--- config.mk ---
export PLATFORM = sky130hd
export DESIGN_NAME = register_file
export DESIGN_NICKNAME = d
export VERILOG_FILES = /design/src/rtl/register_file_pkg.sv /design/src/rtl/register_file_reg_scoreboard.sv /design/src/rtl/register_file.sv
export SDC_FILE = /design/constraint.sdc
export NUM_CORES = 2
export LEC_CHECK = 0
export CAP_MARGIN = 20
export CORE_MARGIN = 5
export CORE_UTILIZATION = 35
export CTS_CLUSTER_DIAMETER = 60
export DETAILED_ROUTE_END_ITERATION = 16
export HOLD_SLACK_MARGIN = 0.06
export SYNTH_ARGS = -nofsm -noshare
export SYNTH_HDL_FRONTEND = slang
export SYNTH_SLANG_ARGS = --single-unit
--- constraint.sdc ---
create_clock -name clk -period 2.2 [get_ports clk]
set_input_delay 0.44 -clock clk [delete_from_list [all_inputs] [get_ports clk]]
set_output_delay 0.44 -clock clk [all_outputs]
set_load 0.03 [all_outputs]
--- src/rtl/register_file_pkg.sv ---
// rtl/register_file_pkg.sv - shared types and constants for the register file slice
package register_file_pkg;

  localparam int REG_NUM    = 32;
  localparam int DATA_WIDTH = 32;
  localparam int ADDR_WIDTH = 5;

  typedef logic [ADDR_WIDTH-1:0] RegAddr;
  typedef logic [DATA_WIDTH-1:0] BasicData;

  localparam RegAddr ZERO_REG = 5'd0;

  typedef struct packed {
    logic   isRdWrite;
    RegAddr rdAddr;
  } RDCtrl;

  // True when this cycle's writeback targets a real register at the given read address.
  function automatic logic wb_hits(input RegAddr addr, input RDCtrl ctrl);
    return ctrl.isRdWrite && (ctrl.rdAddr == addr) && (addr != ZERO_REG);
  endfunction

  function automatic logic wb_commits(input RDCtrl ctrl);
    return ctrl.isRdWrite && (ctrl.rdAddr != ZERO_REG);
  endfunction

endpackage

--- src/rtl/register_file_reg_scoreboard.sv ---
// rtl/register_file_reg_scoreboard.sv - pending-write busy bits with flush/clear/set priority
module reg_scoreboard #(
  parameter int REG_NUM = register_file_pkg::REG_NUM
) (
  input  logic                      clk,
  input  logic                      rst,
  input  logic                      flush,
  input  register_file_pkg::RDCtrl  rdCtrl,
  input  logic                      issueValid,
  input  register_file_pkg::RegAddr issueRdAddr,
  input  register_file_pkg::RegAddr rs1Addr,
  input  register_file_pkg::RegAddr rs2Addr,
  output logic                      rs1Busy,
  output logic                      rs2Busy
);
  import register_file_pkg::*;

  logic [REG_NUM-1:0] r_busy;
  logic [REG_NUM-1:0] w_busy_next;

  // Issue is applied after the writeback clear so a same-cycle reissue stays pending.
  always_comb begin
    w_busy_next = r_busy;
    if (flush) begin
      w_busy_next = '0;
    end else begin
      if (wb_commits(rdCtrl)) begin
        w_busy_next[rdCtrl.rdAddr] = 1'b0;
      end
      if (issueValid && (issueRdAddr != ZERO_REG)) begin
        w_busy_next[issueRdAddr] = 1'b1;
      end
    end
  end

  always_ff @(posedge clk) begin
    if (!rst) begin
      r_busy <= '0;
    end else begin
      r_busy <= w_busy_next;
    end
  end

  // A writeback landing this cycle satisfies the reader, so it is masked out.
  always_comb begin
    rs1Busy = rst && (rs1Addr != ZERO_REG) && r_busy[rs1Addr] && !wb_hits(rs1Addr, rdCtrl);
    rs2Busy = rst && (rs2Addr != ZERO_REG) && r_busy[rs2Addr] && !wb_hits(rs2Addr, rdCtrl);
  end

endmodule

--- src/rtl/register_file.sv ---
// rtl/register_file.sv - integer register file with write bypass and RAW scoreboard
module register_file #(
  parameter int REG_NUM    = register_file_pkg::REG_NUM,
  parameter int DATA_WIDTH = register_file_pkg::DATA_WIDTH
) (
  input  logic                      clk,
  input  logic                      rst,
  input  register_file_pkg::RegAddr rs1Addr,
  input  register_file_pkg::RegAddr rs2Addr,
  output logic [DATA_WIDTH-1:0]     rs1Data,
  output logic [DATA_WIDTH-1:0]     rs2Data,
  input  register_file_pkg::RDCtrl  rdCtrl,
  input  logic [DATA_WIDTH-1:0]     wData,
  input  logic                      issueValid,
  input  register_file_pkg::RegAddr issueRdAddr,
  input  logic                      flush,
  output logic                      rs1Busy,
  output logic                      rs2Busy
);
  import register_file_pkg::*;

  logic [DATA_WIDTH-1:0] r_regs [REG_NUM];

  // Entry 0 is never written; reads of x0 are forced to zero below.
  always_ff @(posedge clk) begin
    if (!rst) begin
      for (int i = 0; i < REG_NUM; i++) begin
        r_regs[i] <= '0;
      end
    end else if (wb_commits(rdCtrl)) begin
      r_regs[rdCtrl.rdAddr] <= wData;
    end
  end

  always_comb begin
    rs1Data = '0;
    if (rst && (rs1Addr != ZERO_REG)) begin
      rs1Data = wb_hits(rs1Addr, rdCtrl) ? wData : r_regs[rs1Addr];
    end
  end

  always_comb begin
    rs2Data = '0;
    if (rst && (rs2Addr != ZERO_REG)) begin
      rs2Data = wb_hits(rs2Addr, rdCtrl) ? wData : r_regs[rs2Addr];
    end
  end

  reg_scoreboard #(
    .REG_NUM(REG_NUM)
  ) u_scoreboard (
    .clk         (clk),
    .rst         (rst),
    .flush       (flush),
    .rdCtrl      (rdCtrl),
    .issueValid  (issueValid),
    .issueRdAddr (issueRdAddr),
    .rs1Addr     (rs1Addr),
    .rs2Addr     (rs2Addr),
    .rs1Busy     (rs1Busy),
    .rs2Busy     (rs2Busy)
  );

endmodule

# [Word-level counts from Yosys, hierarchy flattened]
# Memories as Yosys holds them, arrays and structs flattened.
# Index checks and enable logic that the tools add are counted.
[totals] regBits=32 ram_bits=1024 in_bits=57 out_inout_bits=66 n_memories=1
[op_classes] order_cmp=6 n_eq_ne=2 muxes=22 bitwise_logic=4 reduce_logical=22
[mem_list] name="r_regs" depth=32 width=32 read_ports=2 rd_clocked_by_memory_dff=0 wr=32 line_no="register_file.sv:22" rtl="logic [DATA_WIDTH-1:0] r_regs [REG_NUM];"
[ops] op="32-bit 2-to-1 mux" n=8
[ops] op="32-bit bitwise AND" n=1
[ops] op="32-bit NOT" n=1
[ops] op="32-bit OR" n=1
[ops] op="32-bit OR reduction" n=1
[ops] op="5-bit by 6-bit < comparator with 1-bit output, second input constant" n=4
[ops] op="5-bit nonzero test" n=4
[ops] op="1-bit logical AND" n=14
[ops] op="1-bit binary-select mux with 5-bit select" n=2
[ops] op="1-bit demux with 5-bit select" n=2
[ops] op="5-bit equality test" n=2
[ops] op="5-bit by 1-bit >= comparator with 1-bit output, second input constant" n=2
[ops] op="1-bit 2-to-1 mux" n=9
[ops] op="5-bit 2-to-1 mux" n=1
[ops] op="1-bit logical NOT" n=2
[ops] op="2-bit OR reduction" n=1
[ops] op="1-bit NOT" n=1

# [Logic depth before layout (Yosys ltp)]
[logic_depth] depth_word=10 ltp_mapped=10 depth_no_buf=5

# [Cells and area by module]
# From an unflattened synthesis, not the netlist that was laid out.
[unflattened] hier_cells=4250 area_unflattened_um2=57386.3
[modules_own_cells] mod="register_file" n_inst=1 cells_each=4000 area_each_um2=55294.3
[modules_own_cells] mod="reg_scoreboard" n_inst=1 cells_each=250 area_each_um2=2092.0

# [Least setup slack after synthesis]
# Ideal clock, no wire load.
[synth_timing] kind="input port to output port" start="input port rs1Addr[4]" end="output port rs1Data[14]" arrival_ns=2.398 setup_slack_ns=-0.638 stages=9 n_path_buf=4 cell_sequence="buf_2 > or3_1 > buf_2 > o21ai_1 > a211o_1 > buf_4 > buf_6 > nor2_1 > a211oi_1"
[synth_via] elab_chain_cells=5
[synth_lines] item="start: declaration" line_no="register_file.sv:8" rtl="input register_file_pkg::RegAddr rs1Addr,"
[synth_lines] item="parallel branches: the longest is 4 deep, another holds memory read 32 x 32 bit"
[synth_lines] item="32-bit 2-to-1 mux *" line_no="register_file.sv:37" rtl="if (rst && (rs1Addr != ZERO_REG)) begin"
[synth_lines] item="end: declaration" line_no="register_file.sv:10" rtl="output logic [DATA_WIDTH-1:0] rs1Data,"
# Every way passes the cells marked *.

==> metrics.txt <==
Fillers=14200; LEAKAGE=26.3 nW; crit path time final=3.11 ns; Nets=4751; DR WL/cell=about 31 microns; drt drc=0; crit-path most repeated cell=buf_4; Die ar.=173000 sq um; first-pass GRT wire length=about 300000 microns; failing checks=setup timing; gr usage total=about a quarter; Clock transition at path regs=0.06 ns; fin cells=about 7000; die width=416 microns; row count=about 150; clock sinks=approximately 1100; Sequential Area=31400 sq um; CP max stage delay=between 0.4 and 0.5 ns; Hold WC Path Type=reg -> reg; Setup WS post-layout=-0.913 ns; core area=between 150000 and 200000 sq um; Hold Violations, Final=0; final slew viol count=0; fin area=about 76000 sq um; Worst path slowest cell=mux4_2; clock latency on the worst-skew pair=between 0.7 and 0.8 ns; CTS H-tree depth=3; DR pass1 iterations=6; IO Count=roughly 120; Post-Route WL=215000 microns; Vias/cell=between 5 and 6; via count=about 40000; largest net degree at the start of global routing=41; Crit path max-delay family=multiplexers; RSZ-0062 raised after global routing=yes; Fmax=~320 MHz; CP Buf/Inv Count=3; Multi-input gate area=about 27000 sq um; share of layout cells above drive strength 1=about two fifths; sequential fraction of the synthesis area=between 50% and 60%; number of setup violations in the final report=between 60 and 70; Crit Path Max Fanout=2; crit start category=flip-flop; leading cell types in the layout, fill and taps excluded=edfxtp_1 (1024), and2_1 (963), buf_4 (426), mux4_2 (405), nor2_1 (287); Die Y=416 microns; routability cong.=between 0.8 and 0.9; vias in the first global route=about 41000; Congestion Overflow GR=0; status=finished with violations; initial antenna violation count=3; Syn Std Cell Area=between 50000 and 60000 sq um; clock skew=0 ns; CP cell instances=mux4_2 -> mux2i_1 -> a21oi_1 -> buf_4 -> a211oi_4 -> buf_4 -> nor3_4 -> buf_12; Slew @ Worst Pin=around 0.89 ns; Stages on worst setup path=8; port bufs=about 120; worst-case clock buffer depth=3; Avg Cell Area, Syn=between 10 and 15 sq um; Placed Cells=around 6700; Worst Path Required=roughly 1.8 ns; synth warn=0; Hold Path Stages=2; Synth-to-Final Area Change=30.7%; FF-to-FF path depth=3; maximum vdd ir drop=582 uV; crit end category=output pin; commonest non-fill, non-tap cell in the layout=edfxtp_1; Unique masters post-synth=roughly 50; clock root cell=clkbuf_16; TritonCTS clock tree=yes; CTS Buf Count=about 120; utilization after layout=between 40% and 50%; drt initial violations=slightly below 5000; Tcrit/Tclk final=141%; Initial Util=a little over a third; critical path class=reg -> out; Arr. time, crit path=around 2.7 ns; Max-Cap Viols=0; HPWL Detailed=146000 microns; PwrDens=between 600 and 700 nW/um^2; Synth Register Bits=around 1100; placed instance area=just under 70000 sq um; Mapped Cells=between 4000 and 5000; normalized max-slew margin=approximately two fifths; ANT nets after route=0
-- Yosys cell counts (all sizes together) --
master / number / share of area [%]
and3: 2 / 0.022
a21oi: 93 / 0.80
nand3b: 4 / 0.052
and4: 1 / 0.015
and3b: 2 / 0.030
nor4: 1 / 0.011
a2111o: 1 / 0.019
a221oi: 4 / 0.082
nor2: 326 / 2.1
o21ai: 4 / 0.035
inv: 5 / 0.032
dfxtp: 32 / 1.1
mux4: 405 / 16
a211o: 2 / 0.030
o22ai: 62 / 0.67
nor3b: 4 / 0.052
xnor2: 5 / 0.076
or4: 1 / 0.013
nor3: 67 / 0.58
mux2i: 138 / 2.4
and2: 963 / 10
a22oi: 33 / 0.43
mux2: 248 / 4.8
o31ai: 2 / 0.043
nand4b: 1 / 0.015
nand2b: 6 / 0.065
edfxtp: 1024 / 53
conb: 1 / 0.0065
o221ai: 62 / 0.94
buf: 170 / 1.9
or3: 3 / 0.032
or3b: 6 / 0.091
o311ai: 1 / 0.015
nand3: 2 / 0.017
a211oi: 125 / 1.6
or2: 4 / 0.043
nor2b: 3 / 0.032
nand2: 74 / 0.48
clkbuf: 278 / 1.8
xor2: 3 / 0.045
nand4: 2 / 0.022
-- stage by stage --
stage | power (mW) | hold slack, ns | worst slack, ns | setup TNS (ns)
5_1_grt | 53.1 | 0.467 | -0.989 | -53.35
3_5_place_dp | 32.5 | 0.438 | -1.57 | -1038.34
2_1_floorplan | 28.4 | 0.416 | -0.229 | -14.16
3_3_place_gp | 32.4 | 0.430 | -1.58 | -1028.20
6_report | 51.7 | 0.448 | -0.913 | -48.94
4_1_cts | 51.6 | 0.447 | -0.971 | -50.79
-- tightest hold or removal path, stage by stage, from the launching register on --
cell and delay [ns]:
dfxtp_1 0.32, inv_1 0.05, nor2_1 0.04
-- per-layer routing --
layer  wire length, microns  global-route usage [%]  share of wire (%)
met1                  81900                    31.8                 38
met2                 101000                    39.3                 47
met3                  19100                    4.04                8.9
met4                  12800                    11.3                5.9
met5                      0                       0                  0
-- power by group --
group | switching (mW) | internal, mW | leakage (nW)
combinational | 4.94 | 4.41 | 14.6
sequential | 0.528 | 23.2 | 10.0
clock | 8.37 | 10.3 | 1.70
-- state kept, by name, indices dropped and copies added, names as in the netlist --
name                 flops
u_scoreboard.r_busy     32
r_regs                1024
-- final timing paths --
check	from	endpoint	slack, ns
max	r_regs[16][0]$_SDFFCE_PN0P_	rs2Data[0]	-0.91
min	u_scoreboard.r_busy[0]$_SDFF_PP0_	u_scoreboard.r_busy[0]$_SDFF_PP0_	0.45
max reg2reg	u_scoreboard.r_busy[2]$_SDFF_PP0_	u_scoreboard.r_busy[2]$_SDFF_PP0_	1.41
min reg2reg	u_scoreboard.r_busy[0]$_SDFF_PP0_	u_scoreboard.r_busy[0]$_SDFF_PP0_	0.45
-- timing repair --
item / 4_1_cts / 5_1_grt
endpoints found under the setup margin: 72 / 66
pin swaps: 116 / 53
cloned: 14 / 6
setup buffers: 49 / 23
gates resized for setup: 301 / 58
hold buffers: 0 / 0
endpoints found under the hold margin: 0 / 0
-- final cells by class --
type,count,share of cell area (%)
multi-input cells,2692,36.0
inverters,5,0.0314
clock inverters,62,0.583
repair buffers,824,14.2
clock buffers,147,4.06
well taps,2189,3.62
flip-flops and latches,1056,41.5
diodes,2,0.00662
-- cell families after synthesis --
family	share of synthesized area, %
simple gates	14.1
flops	54.3
compound gates	4.69
other cells	0.00648
mux	23.0
xor+xnor	0.121
buf+inv	3.79
Power figures use the tool's default switching activity.
